===== src/rtl/clock_pkg.sv =====
// Shared constants for the BCD clock setting interface.
// State encoding and set_clk pulse shape used by the core and its bench.
package clock_pkg;

  localparam logic [1:0] S_RUN  = 2'd0;
  localparam logic [1:0] S_HOUR = 2'd1;
  localparam logic [1:0] S_MIN  = 2'd2;
  localparam logic [1:0] S_SEC  = 2'd3;

  localparam int SET_PULSE_HI  = 2;
  localparam int SET_PULSE_GAP = 2;

  function automatic logic [1:0] next_state(input logic [1:0] s);
    logic [1:0] n;
    n = S_RUN;
    case (s)
      S_RUN:   n = S_HOUR;
      S_HOUR:  n = S_MIN;
      S_MIN:   n = S_SEC;
      default: n = S_RUN;
    endcase
    return n;
  endfunction

endpackage


===== src/rtl/key_debounce.sv =====
// Push-button debouncer: level follows raw after DEB_CYC stable cycles.
// rise flags the edge on which the debounced level goes 0->1.
module key_debounce #(
  parameter int DEB_CYC = 20
) (
  input  logic clk,
  input  logic rst,
  input  logic raw,
  output logic db,
  output logic rise
);

  localparam int CW = $clog2(DEB_CYC + 1);

  logic [CW-1:0] cnt;
  logic          flip;

  assign flip = (raw != db) && (cnt == CW'(DEB_CYC - 1));
  assign rise = flip && raw;

  always_ff @(posedge clk) begin
    if (!rst) begin
      cnt <= '0;
      db  <= 1'b0;
    end else if (raw == db) begin
      cnt <= '0;
    end else if (flip) begin
      db  <= raw;
      cnt <= '0;
    end else begin
      cnt <= cnt + 1'b1;
    end
  end

endmodule


===== src/rtl/clock_set_ctrl.sv =====
// Setting sequencer for the 24h BCD clock core: mode FSM, increment
// strobes with hold-to-repeat, inactivity timeout and field blink.
module clock_set_ctrl
  import clock_pkg::*;
#(
  parameter int DEB_CYC     = 20,
  parameter int HOLD_CYC    = 500,
  parameter int REP_CYC     = 200,
  parameter int TIMEOUT_CYC = 30000,
  parameter int BLINK_HALF  = 250
) (
  input  logic clk,
  input  logic rst,
  input  logic key_mode,
  input  logic key_inc,
  output logic set_clr,
  output logic set_hour,
  output logic set_min,
  output logic set_sec,
  output logic set_clk,
  output logic blink
);

  localparam int HW = $clog2(HOLD_CYC + 1);
  localparam int RW = $clog2(REP_CYC + 1);
  localparam int TW = $clog2(TIMEOUT_CYC + 1);
  localparam int BW = $clog2(BLINK_HALF + 1);
  localparam int PW = $clog2(SET_PULSE_HI + SET_PULSE_GAP);

  logic [1:0]    state;
  logic [1:0]    state_nxt;
  logic          db_mode;
  logic          db_inc;
  logic          mode_rise;
  logic          inc_rise;
  logic          mode_pend;
  logic          chg_q;
  logic [HW-1:0] hcnt;
  logic [RW-1:0] rcnt;
  logic [TW-1:0] tcnt;
  logic [BW-1:0] bcnt;
  logic [PW-1:0] pcnt;

  logic in_set, busy, mode_req, tout, go;
  logic rep_fire, inc_ev, accept, enter_set;

  key_debounce #(.DEB_CYC(DEB_CYC)) u_deb_mode (
    .clk  (clk),
    .rst  (rst),
    .raw  (key_mode),
    .db   (db_mode),
    .rise (mode_rise)
  );

  key_debounce #(.DEB_CYC(DEB_CYC)) u_deb_inc (
    .clk  (clk),
    .rst  (rst),
    .raw  (key_inc),
    .db   (db_inc),
    .rise (inc_rise)
  );

  // busy: set_clk stays high after this edge, so selects must hold
  assign in_set    = (state != S_RUN);
  assign busy      = (pcnt > PW'(SET_PULSE_GAP));
  assign mode_req  = mode_rise || mode_pend;
  assign tout      = in_set && (tcnt >= TW'(TIMEOUT_CYC - 1));
  assign go        = (mode_req || tout) && !busy;
  assign rep_fire  = db_inc &&
                     ((hcnt == HW'(HOLD_CYC - 1)) ||
                      ((hcnt == HW'(HOLD_CYC)) &&
                       (rcnt == RW'(REP_CYC - 1))));
  assign inc_ev    = in_set && (inc_rise || rep_fire) && !mode_req;
  assign accept    = inc_ev && !go && !chg_q && (pcnt == '0);
  assign enter_set = go && (state_nxt != S_RUN);

  always_comb begin
    state_nxt = state;
    if (go) state_nxt = mode_req ? next_state(state) : S_RUN;
  end

  always_ff @(posedge clk) begin
    if (!rst) begin
      state     <= S_RUN;
      set_clr   <= 1'b0;
      set_hour  <= 1'b0;
      set_min   <= 1'b0;
      set_sec   <= 1'b0;
      set_clk   <= 1'b0;
      blink     <= 1'b0;
      mode_pend <= 1'b0;
      chg_q     <= 1'b0;
      hcnt      <= '0;
      rcnt      <= '0;
      tcnt      <= '0;
      bcnt      <= '0;
      pcnt      <= '0;
    end else begin
      state     <= state_nxt;
      set_clr   <= (state_nxt != S_RUN);
      set_hour  <= (state_nxt == S_HOUR);
      set_min   <= (state_nxt == S_MIN);
      set_sec   <= (state_nxt == S_SEC);
      mode_pend <= mode_req && busy;
      chg_q     <= go;
      set_clk   <= accept || busy;

      if (accept)
        pcnt <= PW'(SET_PULSE_HI + SET_PULSE_GAP - 1);
      else if (pcnt != '0)
        pcnt <= pcnt - 1'b1;

      if (!db_inc) begin
        hcnt <= '0;
        rcnt <= '0;
      end else if (hcnt != HW'(HOLD_CYC)) begin
        hcnt <= hcnt + 1'b1;
        rcnt <= '0;
      end else if (rcnt == RW'(REP_CYC - 1)) begin
        rcnt <= '0;
      end else begin
        rcnt <= rcnt + 1'b1;
      end

      if (state_nxt == S_RUN || enter_set || mode_rise || inc_rise)
        tcnt <= '0;
      else if (tcnt != TW'(TIMEOUT_CYC))
        tcnt <= tcnt + 1'b1;

      // edits restart the phase so the changed digit is shown lit
      if (state_nxt == S_RUN) begin
        blink <= 1'b0;
        bcnt  <= '0;
      end else if (enter_set || inc_ev) begin
        blink <= 1'b1;
        bcnt  <= '0;
      end else if (bcnt == BW'(BLINK_HALF - 1)) begin
        blink <= ~blink;
        bcnt  <= '0;
      end else begin
        bcnt <= bcnt + 1'b1;
      end
    end
  end

endmodule


===== config.mk =====
export PLATFORM = sky130hd
export DESIGN_NAME = clock_set_ctrl
export DESIGN_NICKNAME = d
export VERILOG_FILES = /design/src/rtl/clock_pkg.sv /design/src/rtl/key_debounce.sv /design/src/rtl/clock_set_ctrl.sv
export SDC_FILE = /design/constraint.sdc
export NUM_CORES = 1
export LEC_CHECK = 0
export ABC_AREA = 0
export BUFFER_PORTS_ARGS = -buffer_cell sky130_fd_sc_hd__buf_2
export CAP_MARGIN = 20
export CELL_PAD_IN_SITES_DETAIL_PLACEMENT = 1
export CELL_PAD_IN_SITES_GLOBAL_PLACEMENT = 2
export CORE_MARGIN = 2
export CORE_UTILIZATION = 35
export DETAILED_ROUTE_END_ITERATION = 7
export GPL_ROUTABILITY_DRIVEN = 0
export PLACE_DENSITY_LB_ADDON = 0.08
export SYNTH_ARGS = -nofsm -noshare
export SYNTH_HDL_FRONTEND = slang
export SYNTH_SLANG_ARGS = --single-unit

===== constraint.sdc =====
create_clock -name clk -period 1.7 [get_ports clk]
set_input_delay 0.085 -clock clk [delete_from_list [all_inputs] [get_ports clk]]
set_output_delay 0.085 -clock clk [all_outputs]
set_load 0.01 [all_outputs]

==> flow_summary.json, run 1 <==
{
  "status": "finished with violations",
  "violations": "setup timing",
  "grt_max_degree": 13,
  "synth_warnings": 0,
  "wl_per_cell_um": 13.7,
  "syn-num-nets": 334,
  "power_mw": 2.73,
  "numCtsBuffers": 9,
  "coreArea_um2": 8130,
  "synth_edf_count": 0,
  "drt_wl_total_um": 6980,
  "fmax_mhz": 516,
  "nFillCells": 945,
  "clkSlewWorstSetupHoldPaths_ns": 0.08,
  "crit_fanout": 5,
  "via_per_inst": 4.78,
  "row_count": 33,
  "slew_headroom_pct": 67.2,
  "leakagePower_nw": 1.48,
  "seq_area_frac_synth_pct": 44.3,
  "fin_worst_skew_ns": 0.00882,
  "design_area_um2": 3970,
  "hold_violations": 0,
  "grt_overflow": 0,
  "drtIter0Drc": 40,
  "grt_pass1_vias": 2520,
  "tns_ns": -5.38,
  "p_sw_share_pct": 24.7,
  "die_width_um": 95.0,
  "grt_util_all_layers_pct": 16.9,
  "place_area_um2": 3550,
  "rr_worst_depth": 8,
  "clkSinkCount": 64,
  "synthTopCellsByArea": "dfxtp_1 (44%), nor2_1 (8.8%), xor2_1 (7.3%), ha_1 (5.6%), xnor2_1 (4.5%)",
  "maxCapViolCount": 0,
  "power_density_nw_per_um2": 688,
  "p_comb_share_pct": 1.6,
  "syn-cell-area_um2": 2900,
  "cts_tree": "done",
  "holdPathStages": 3,
  "cp_slowest_cell": "dfxtp_2",
  "synth.most_common_cell": "nor2_1",
  "finalMaxSlewViolations": 0,
  "grt_pass1_wl_um": 11800,
  "cts_hold_buf": 0,
  "start_kind": "flop",
  "yosysUniqueCellTypes": 44,
  "post-route-util_pct": 48.8,
  "crit_type": "flop to flop",
  "async_flop_share_pct": 0,
  "ys_ff_latch": 64,
  "synthFlopType": "dfxtp_1",
  "synth_top_area_share_pct": 44.3,
  "synthTopCellsByCount": "nor2_1 (68), dfxtp_1 (64), xor2_1 (24)",
  "firstDrtPassIters": 4,
  "power.switching_mw": 0.673,
  "setup-violations-final": 33,
  "antenna_found_initial": 0,
  "area_growth_pct": 37.0,
  "cts_root_buf": "clkbuf_8",
  "htree_levels": 3,
  "seq_power_share_pct": 55.3,
  "initial_core_util_pct": 35.6,
  "n_antenna_cell": 0,
  "cp.arrival_ns": 2.20,
  "hold_ws_ns": 0.0292,
  "p_int_mw": 2.06,
  "nNetsFinal": 415,
  "antenna_left": 0,
  "irDropWorstVdd_v": 0.000343,
  "die_area_um2": 9020,
  "netlist_instances": 317,
  "crit_chain": "inv_2 -> ha_4 -> or3_4 -> nor4b_4 -> nor3_4 -> buf_12 -> a31o_1 -> a211oi_2",
  "dp_hpwl_um": 4790,
  "layout-drive-gt1-share_pct": 36.2,
  "clockPowerShare_pct": 43.2,
  "setup_ws_ns": -0.240,
  "rsz0062_at_grt": "yes",
  "clk_latency_ns": 0.35,
  "synth_area_leader_cell": "dfxtp_1",
  "boundaryPins": 10,
  "hp-class": "input pin to flop",
  "end_kind": "flop",
  "vias": 2430,
  "syn-mean-instance-area_um2": 9.13,
  "clock_path_buffers": 2,
  "portBuffers": 9,
  "layout_min_cycle_time_ns": 1.94,
  "route.detailed.drc": 0,
  "tightestPinTransition_ns": 0.488,
  "worst_ep_required_time_ns": 1.96,
  "die_h_um": 95.0,
  "min_period_over_period_pct": 114,
  "slowest_delay_ns": 0.36
}
per-layer routing:
metal	part of all wire (%)	track usage, %	routed length [um]	vias to the layer above
met5	0	0	0	-
met1	45	20.3	3160	1180
met3	1.9	4.07	133	7
met4	1.1	5.43	79	0
li1	-	-	-	1232
met2	52	29.7	3610	11
cell families after synthesis:
| logic type | Yosys count | synth area share (%) |
|---|---|---|
| xor gates and xnor gates | 39 | 11.8 |
| and+or+nand+nor | 150 | 27.4 |
| DFF | 64 | 44.3 |
| adders and majority gates | 13 | 5.62 |
| buffers and inverters | 22 | 3.37 |
| AOI/OAI and AO/OA | 25 | 6.14 |
| muxes | 4 | 1.38 |
cell usage in the layout, fill, tap and decap left out, types with 3 or more instances in the layout:
cell type,count
buf_4,60
nor2_1,55
dfxtp_1,55
xor2_1,24
nand3_1,18
nand2_1,16
inv_1,15
xnor2_1,15
nor2_2,9
clkbuf_8,9
buf_2,9
dfxtp_2,9
ha_1,8
nand4_1,7
nor3_1,7
and3_1,7
o21ai_0,5
ha_4,5
nor2_4,4
a21oi_1,4
mux2i_1,4
nor2b_1,3
a21oi_2,3
nor3_2,3
or3_1,3
clkinvlp_4,3
state kept, by name, indices dropped and copies added (netlist names), 2 cells and up:
register        count
tcnt               15
hcnt                9
bcnt                8
rcnt                8
u_deb_inc.cnt       5
u_deb_mode.cnt      5
pcnt                2
state               2
layout make-up:
cell class | instances | area (um^2) | area share [%]
multi-input combinational | 232 | 1750 | 44.1
sequential | 64 | 1290 | 32.6
timing repair buffer | 73 | 553 | 13.9
tap | 105 | 131 | 3.31
clock buffer | 10 | 128 | 3.22
inverter | 18 | 67.6 | 1.70
clock inverter | 6 | 45.0 | 1.14
metrics by stage:
step                std cells  worst slack, ns
floorplan                 317          -0.0608
detailed placement        485           -0.198
finish                    508           -0.240
CTS                       506           -0.200
global placement          485           -0.167
global route              508           -0.300
power groups by stage:
stage	Clock, mW	Combinational, mW	Sequential [mW]
final	1.18	0.0425	1.51
after global routing	1.28	0.0476	1.51
after CTS	1.22	0.0419	1.51
after detailed placement	0	0.0396	1.54
after global placement	0	0.0381	1.54
after floorplan	0	0.0215	1.54
path summary, 6_finish.rpt:
path | startpoint | endpoint | slack [ns]
max | state[0]$_SDFF_PN0_ | pcnt[1]$_SDFFE_PN0P_ | -0.24
min | key_inc | u_deb_inc.db$_SDFFE_PN0P_ | 0.03
max reg2reg | state[0]$_SDFF_PN0_ | pcnt[1]$_SDFFE_PN0P_ | -0.24
min reg2reg | bcnt[0]$_SDFF_PP0_ | bcnt[0]$_SDFF_PP0_ | 0.47
timing repair:
item                       in CTS  in global routing
setup buffers                   3                  3
resized for setup              24                 24
pin swaps                      25                 15
cloned                          2                  0
hold endpoints to repair        0                  0
setup endpoints to repair      32                 38
critical path, delay by kind of cell (launching register included):
family	cells	cell delay [ns]
adders and majority gates	1	0.15
DFF	1	0.36
AOI/OAI and AO/OA	2	0.44
and+or+nand+nor	3	0.71
buffers and inverters	2	0.20
Power figures use the tool's default switching activity.
==> inputs of run 2 (changes only) <==
--- a/config.mk
+++ b/config.mk
@@ -11,7 +11,7 @@
 export CELL_PAD_IN_SITES_DETAIL_PLACEMENT = 1
 export CELL_PAD_IN_SITES_GLOBAL_PLACEMENT = 2
 export CORE_MARGIN = 2
-export CORE_UTILIZATION = 35
+export CORE_UTILIZATION = 42
 export DETAILED_ROUTE_END_ITERATION = 7
 export GPL_ROUTABILITY_DRIVEN = 0
 export PLACE_DENSITY_LB_ADDON = 0.08
==> constraint.sdc (replaced) <==
create_clock -name clk -period 2.3 [get_ports clk]
set_input_delay 0.115 -clock clk [delete_from_list [all_inputs] [get_ports clk]]
set_output_delay 0.115 -clock clk [all_outputs]
set_load 0.01 [all_outputs]
==> flow_summary.json, run 2 (synthesis results as in run 1) <==
{
  "status": "completed",
  "worst_ep_required_time_ns": 2.57,
  "vias": 2125,
  "crit_chain": "ha_1 -> and4bb_4 -> a21oi_4 -> nor2_1 -> nor3_4 -> nand4b_2 -> nor2_1",
  "maxCapViolCount": 0,
  "timing.critical_path.mode_cell": "nor2_1",
  "rr_worst_depth": 7,
  "power_density_nw_per_um2": 639,
  "tns_ns": 0,
  "min_period_over_period_pct": 91.2,
  "clk_latency_ns": 0.34,
  "wl_per_cell_um": 13.0,
  "grt_pass1_wl_um": 9810,
  "setup-violations-final": 0,
  "area_growth_pct": 11.1,
  "coreArea_um2": 6720,
  "die_area_um2": 7570,
  "instances_no_fill": 419,
  "clkSinkCount": 64,
  "grt_overflow": 0,
  "fmax_mhz": 477,
  "hp-class": "input pin to flop",
  "numCtsBuffers": 9,
  "design_area_um2": 3220,
  "cts_hold_buf": 0,
  "multi_input_area_um2": 1520,
  "die_h_um": 87.0,
  "boundaryPins": 10,
  "via_per_inst": 5.07,
  "layout-drive-gt1-share_pct": 11.5,
  "leakagePower_nw": 1.15,
  "antenna_found_initial": 0,
  "place_area_um2": 3030,
  "dp_hpwl_um": 4000,
  "irDropWorstVdd_v": 0.000267,
  "n_antenna_cell": 0,
  "finalMaxSlewViolations": 0,
  "end_kind": "flop",
  "grt_pass1_vias": 2185,
  "largest_registers": "tcnt: 15 flops, hcnt: 9 flops",
  "slew_headroom_pct": 67.5,
  "hold_ws_ns": 0.0810,
  "slowest_delay_ns": 0.47,
  "crit_type": "flop to flop",
  "clkSlewWorstSetupHoldPaths_ns": 0.06,
  "antenna_left": 0,
  "htree_levels": 3,
  "drtIter0Drc": 37,
  "portBuffers": 9,
  "tightestPinTransition_ns": 0.485,
  "cp_slowest_cell": "nor3_4",
  "layout_min_cycle_time_ns": 2.10,
  "holdPathStages": 3,
  "largest_register": "tcnt",
  "cp.arrival_ns": 2.36,
  "drt_wl_total_um": 5430,
  "grt_max_degree": 16,
  "nNetsFinal": 352,
  "largest_reg_flops": 15,
  "die_width_um": 87.0,
  "initial_core_util_pct": 43.1,
  "fin_worst_skew_ns": 0.00729,
  "cts_tree": "done",
  "crit_fanout": 10,
  "cts_root_buf": "clkbuf_8",
  "start_kind": "flop",
  "placed_cells": 404,
  "grt_util_all_layers_pct": 16.7,
  "route.detailed.drc": 0,
  "nFillCells": 798,
  "firstDrtPassIters": 2,
  "rsz0062_at_grt": "no",
  "ff_latch_area_um2": 1280,
  "row_count": 30,
  "hold_violations": 0,
  "clock_path_buffers": 2,
  "mostFrequentLayoutCell": "nor2_1",
  "layout_common_cells": "nor2_1 (68), dfxtp_1 (64), xor2_1 (24)"
}
## run 2: cell types whose count changed in the layout (fill, tap and decap cells not counted), sizes merged
cell	previous run	this run
buf	73	11
bufinv	0	1
clkbuf	10	11
clkinv	3	4
clkinvlp	3	0
inv	18	17
nand3	21	20
## run 2: area by class of cell
| class | instances | share of cell area [%] |
|---|---|---|
| Clock inverter | 4 | 1.40 |
| Multi-Input combinational cell | 231 | 47.3 |
| Sequential cell | 64 | 39.8 |
| Inverter | 18 | 2.10 |
| Clock buffer | 11 | 4.39 |
| Timing Repair Buffer | 11 | 1.87 |
| Tap cell | 80 | 3.11 |
## run 2: layer usage
metal | up-vias | GRT usage (%) | share of wire (%)
li1 | 1100 | - | -
met1 | 999 | 19.9 | 48
met2 | 18 | 27.7 | 48
met3 | 8 | 5.21 | 2.5
met4 | 0 | 7.24 | 1.7
met5 | - | 0 | 0
## run 2: repair_timing
action | 4_1_cts | 5_1_grt
gates resized for setup | 0 | 1
endpoints found under the setup margin | 0 | 1
setup buffers | 0 | 0
hold endpoints to repair | 0 | 0
## run 2: worst max-delay path, delay by kind of cell, from the launching register on
family | cells | cell delay [ns]
flops | 1 | 0.33
fa+ha+maj | 1 | 0.24
simple gates | 5 | 1.31
compound gates | 1 | 0.16
## run 2: through the flow
| step | setup slack (ns) | utilization [%] | total power, mW |
|---|---|---|---|
| 6_report | 0.203 | 47.9 | 2.06 |
| 3_5_place_dp | 0.152 | 45.0 | 1.16 |
| 5_1_grt | 0.0323 | 47.9 | 2.14 |
| 2_1_floorplan | 0.379 | - | 1.15 |
| 4_1_cts | 0.145 | 47.8 | 2.10 |
| 3_3_place_gp | 0.249 | 45.0 | 1.16 |
## run 2: worst paths after layout
path                                              startpoint                         end  slack, ns
worst max-delay path            u_deb_mode.cnt[0]$_SDFF_PP0_          bcnt[1]$_SDFF_PP0_       0.20
worst min-delay path                                key_mode  u_deb_mode.db$_SDFFE_PN0P_       0.08
worst max register to register  u_deb_mode.cnt[0]$_SDFF_PP0_          bcnt[1]$_SDFF_PP0_       0.20
worst min register to register            rcnt[0]$_SDFF_PP0_          rcnt[0]$_SDFF_PP0_       0.45
## run 2: report_power, final
| part | internal [mW] | leakage [nW] | switching (mW) |
|---|---|---|---|
| clock | 0.518 | 0.0989 | 0.401 |
| sequential | 1.11 | 0.516 | 0.00236 |
| combinational | 0.00906 | 0.538 | 0.0145 |
| total | 1.64 | 1.15 | 0.418 |
==> inputs of run 3 (changes only) <==
--- a/config.mk
+++ b/config.mk
@@ -5,13 +5,13 @@
 export SDC_FILE = /design/constraint.sdc
 export NUM_CORES = 1
 export LEC_CHECK = 0
-export ABC_AREA = 0
+export ABC_AREA = 1
 export BUFFER_PORTS_ARGS = -buffer_cell sky130_fd_sc_hd__buf_2
 export CAP_MARGIN = 20
 export CELL_PAD_IN_SITES_DETAIL_PLACEMENT = 1
 export CELL_PAD_IN_SITES_GLOBAL_PLACEMENT = 2
 export CORE_MARGIN = 2
-export CORE_UTILIZATION = 42
+export CORE_UTILIZATION = 40
 export DETAILED_ROUTE_END_ITERATION = 7
 export GPL_ROUTABILITY_DRIVEN = 0
 export PLACE_DENSITY_LB_ADDON = 0.08
==> constraint.sdc (replaced) <==
create_clock -name clk -period 2.5 [get_ports clk]
set_input_delay 0.125 -clock clk [delete_from_list [all_inputs] [get_ports clk]]
set_output_delay 0.125 -clock clk [all_outputs]
set_load 0.01 [all_outputs]
==> flow_summary.json, run 3 <==
{
  "synth_top_area_share_pct": 41.7,
  "synth_area_leader_cell": "dfxtp_1",
  "area_growth_pct": 12.1,
  "netlist_instances": 386,
  "grt_util_all_layers_pct": 15.9,
  "multi_input_area_um2": 1540,
  "seq_area_frac_synth_pct": 41.7,
  "hold_ws_ns": 0.126,
  "worst_ep_required_time_ns": 2.78,
  "crit_type": "flop to flop",
  "largest_register": "tcnt",
  "cts_root_buf": "clkbuf_8",
  "rsz0062_at_grt": "no",
  "tightestPinTransition_ns": 0.321,
  "place_ws_ns": 0.508,
  "fin_worst_skew_ns": 0.00802,
  "largest_reg_flops": 15,
  "setup-violations-final": 0,
  "synthTopCellsByCount": "dfxtp_1 (64), nor2_1 (62), inv_1 (60)",
  "portBuffers": 9,
  "crit_start": "u_deb_mode.cnt[0]$_SDFF_PP0_",
  "ys_ff_latch": 64,
  "crit_chain": "ha_1 -> and3_1 -> nand3_1 -> nand2_1 -> inv_1 -> nand2_2 -> nand2_4 -> nand2_2 -> nand2_2 -> nand2_4 -> nand2_4 -> nand2_8 -> nor2_1",
  "ctsResizeCount": 0,
  "critPathBufInv": 1,
  "boundaryPins": 10,
  "async_flop_share_pct": 0,
  "finalMaxSlewViolations": 0,
  "nFillCells": 915,
  "postCtsSetupBuffers": 0,
  "coreArea_um2": 7330,
  "hp-class": "input pin to flop",
  "slew_headroom_pct": 78.5,
  "largest_registers": "tcnt: 15 flops, hcnt: 9 flops",
  "rr_worst_depth": 13,
  "synth.most_common_cell": "dfxtp_1",
  "setup_ws_ns": 0.531,
  "dp_hpwl_um": 4370,
  "die_width_um": 91.6,
  "nNetsFinal": 421,
  "maxCapViolCount": 0,
  "mostFrequentLayoutCell": "dfxtp_1",
  "clockPowerShare_pct": 46.4,
  "clkSinkCount": 64,
  "grt_max_degree": 16,
  "seq_power_share_pct": 48.1,
  "crit_fanout": 15,
  "antenna_left": 0,
  "numCtsBuffers": 9,
  "row_count": 31,
  "via_per_inst": 4.66,
  "hp-start": "key_mode",
  "n_antenna_cell": 0,
  "route.detailed.drc": 0,
  "initial_core_util_pct": 41.9,
  "drtIter0Drc": 53,
  "layout_common_cells": "dfxtp_1 (64), nor2_1 (62), inv_1 (60)",
  "tns_ns": 0,
  "power_mw": 2.19,
  "start_kind": "flop",
  "clkSlewWorstSetupHoldPaths_ns": 0.08,
  "grt_pass1_wl_um": 10800,
  "synth_edf_count": 0,
  "firstDrtPassIters": 4,
  "min_period_over_period_pct": 78.7,
  "layout_min_cycle_time_ns": 1.97,
  "slowest_delay_ns": 0.33,
  "die_area_um2": 8390,
  "holdPathStages": 3,
  "fmax_mhz": 508,
  "synthFlopType": "dfxtp_1",
  "ff_latch_area_um2": 1280,
  "worst-path-stages": 13,
  "antenna_found_initial": 0,
  "end_kind": "flop",
  "cp.arrival_ns": 2.25,
  "htree_levels": 3,
  "vias": 2368,
  "grt_overflow": 0,
  "wl_per_cell_um": 11.7,
  "die_h_um": 91.6,
  "syn-mean-instance-area_um2": 7.95,
  "cp_slowest_cell": "dfxtp_1",
  "crit_family": "simple AND/OR/NAND/NOR gates",
  "cts_tree": "done",
  "drt_wl_total_um": 5940,
  "p_int_mw": 1.68,
  "leakagePower_nw": 1.32,
  "r2r-start": "u_deb_mode.cnt[0]$_SDFF_PP0_",
  "power_density_nw_per_um2": 635,
  "grt_pass1_vias": 2516,
  "syn-cell-area_um2": 3070,
  "status": "completed",
  "layout-drive-gt1-share_pct": 14.4,
  "power.switching_mw": 0.506,
  "syn-num-nets": 403,
  "yosysUniqueCellTypes": 35,
  "synth_warnings": 0,
  "clock_path_buffers": 2,
  "p_comb_share_pct": 5.6,
  "irDropWorstVdd_v": 0.000362,
  "p_sw_share_pct": 23.1,
  "synthTopCellsByArea": "dfxtp_1 (42%), nor2_1 (7.6%), inv_1 (7.3%), xor2_1 (6.8%), nand2_1 (5.6%)",
  "clk_latency_ns": 0.34,
  "hold_violations": 0,
  "cts_hold_buf": 0
}
==> run 3: changes by cell type after synthesis, moves of 7 or more <==
cell	delta
inv_1	+43
nand2_1	+28
xnor2_1	-12
nor2_4	+10
a21oi_1	+8
nand2_2	+7
nand3_1	+7
==> run 3: worst paths after layout <==
kind / endpoint / slack, ns
hold / removal: u_deb_mode.db$_SDFFE_PN0P_ / 0.13
hold reg to reg: u_deb_inc.cnt[0]$_SDFF_PP0_ / 0.45
setup reg to reg: tcnt[10]$_SDFFE_PP0P_ / 0.53
setup / recovery: tcnt[10]$_SDFFE_PP0P_ / 0.53
==> run 3: final cells by class <==
type / count / share of cell area [%]
inverter: 61 / 6.65
clock buffer: 10 / 4.00
clock inverter: 6 / 2.65
sequential: 64 / 37.2
multi-input combinational: 259 / 44.6
timing repair buffer: 9 / 1.31
tap: 99 / 3.60
==> run 3: cell families (layout without fill, tap and decap cells) <==
| family | Yosys count | count (layout) | share of synthesized area (%) |
|---|---|---|---|
| flip-flops | 64 | 64 | 41.7 |
| adder cells (fa/ha/maj) | 13 | 13 | 5.30 |
| AO/OA/AOI/OAI | 31 | 31 | 5.46 |
| buffers and inverters | 63 | 86 | 8.27 |
| AND/OR/NAND/NOR | 188 | 188 | 31.5 |
| XOR/XNOR | 27 | 27 | 7.70 |
==> run 3: through the flow <==
| stage | instance area [um^2] | util, % | instances |
|---|---|---|---|
| after CTS | 3440 | 47.0 | 508 |
| after global placement | 3210 | 43.8 | 492 |
| after detailed placement | 3210 | 43.8 | 492 |
| after floorplan | 3070 | - | 386 |
| final | 3440 | 47.0 | 508 |
| after global routing | 3440 | 47.0 | 508 |
==> run 3: layer usage <==
metal / vias to the layer above / share of wire (%) / track usage (%)
li1: 1236 / - / -
met1: 1110 / 45 / 17.6
met3: 8 / 2.1 / 4.19
met2: 14 / 51 / 29.0
met4: 0 / 1.5 / 6.06
met5: - / 0 / 0
==> run 3: power by group through the flow <==
stage                     Clock [mW]  Sequential, mW  Combinational (mW)
final                           1.01            1.05               0.122
after global routing            1.10            1.05               0.146
after CTS                       1.04            1.05               0.125
after detailed placement           0            1.08               0.124
after global placement             0            1.08               0.119
after floorplan                    0            1.07              0.0962
==> run 3: worst register-to-register path, stage by stage (launching register included) <==
cell     delay [ns]
dfxtp_1        0.33
ha_1           0.23
and3_1         0.20
nand3_1        0.11
nand2_1        0.10
inv_1          0.11
nand2_2        0.08
nand2_4        0.10
nand2_2        0.06
nand2_2        0.08
nand2_4        0.07
nand2_4        0.13
nand2_8        0.16
nor2_1         0.15
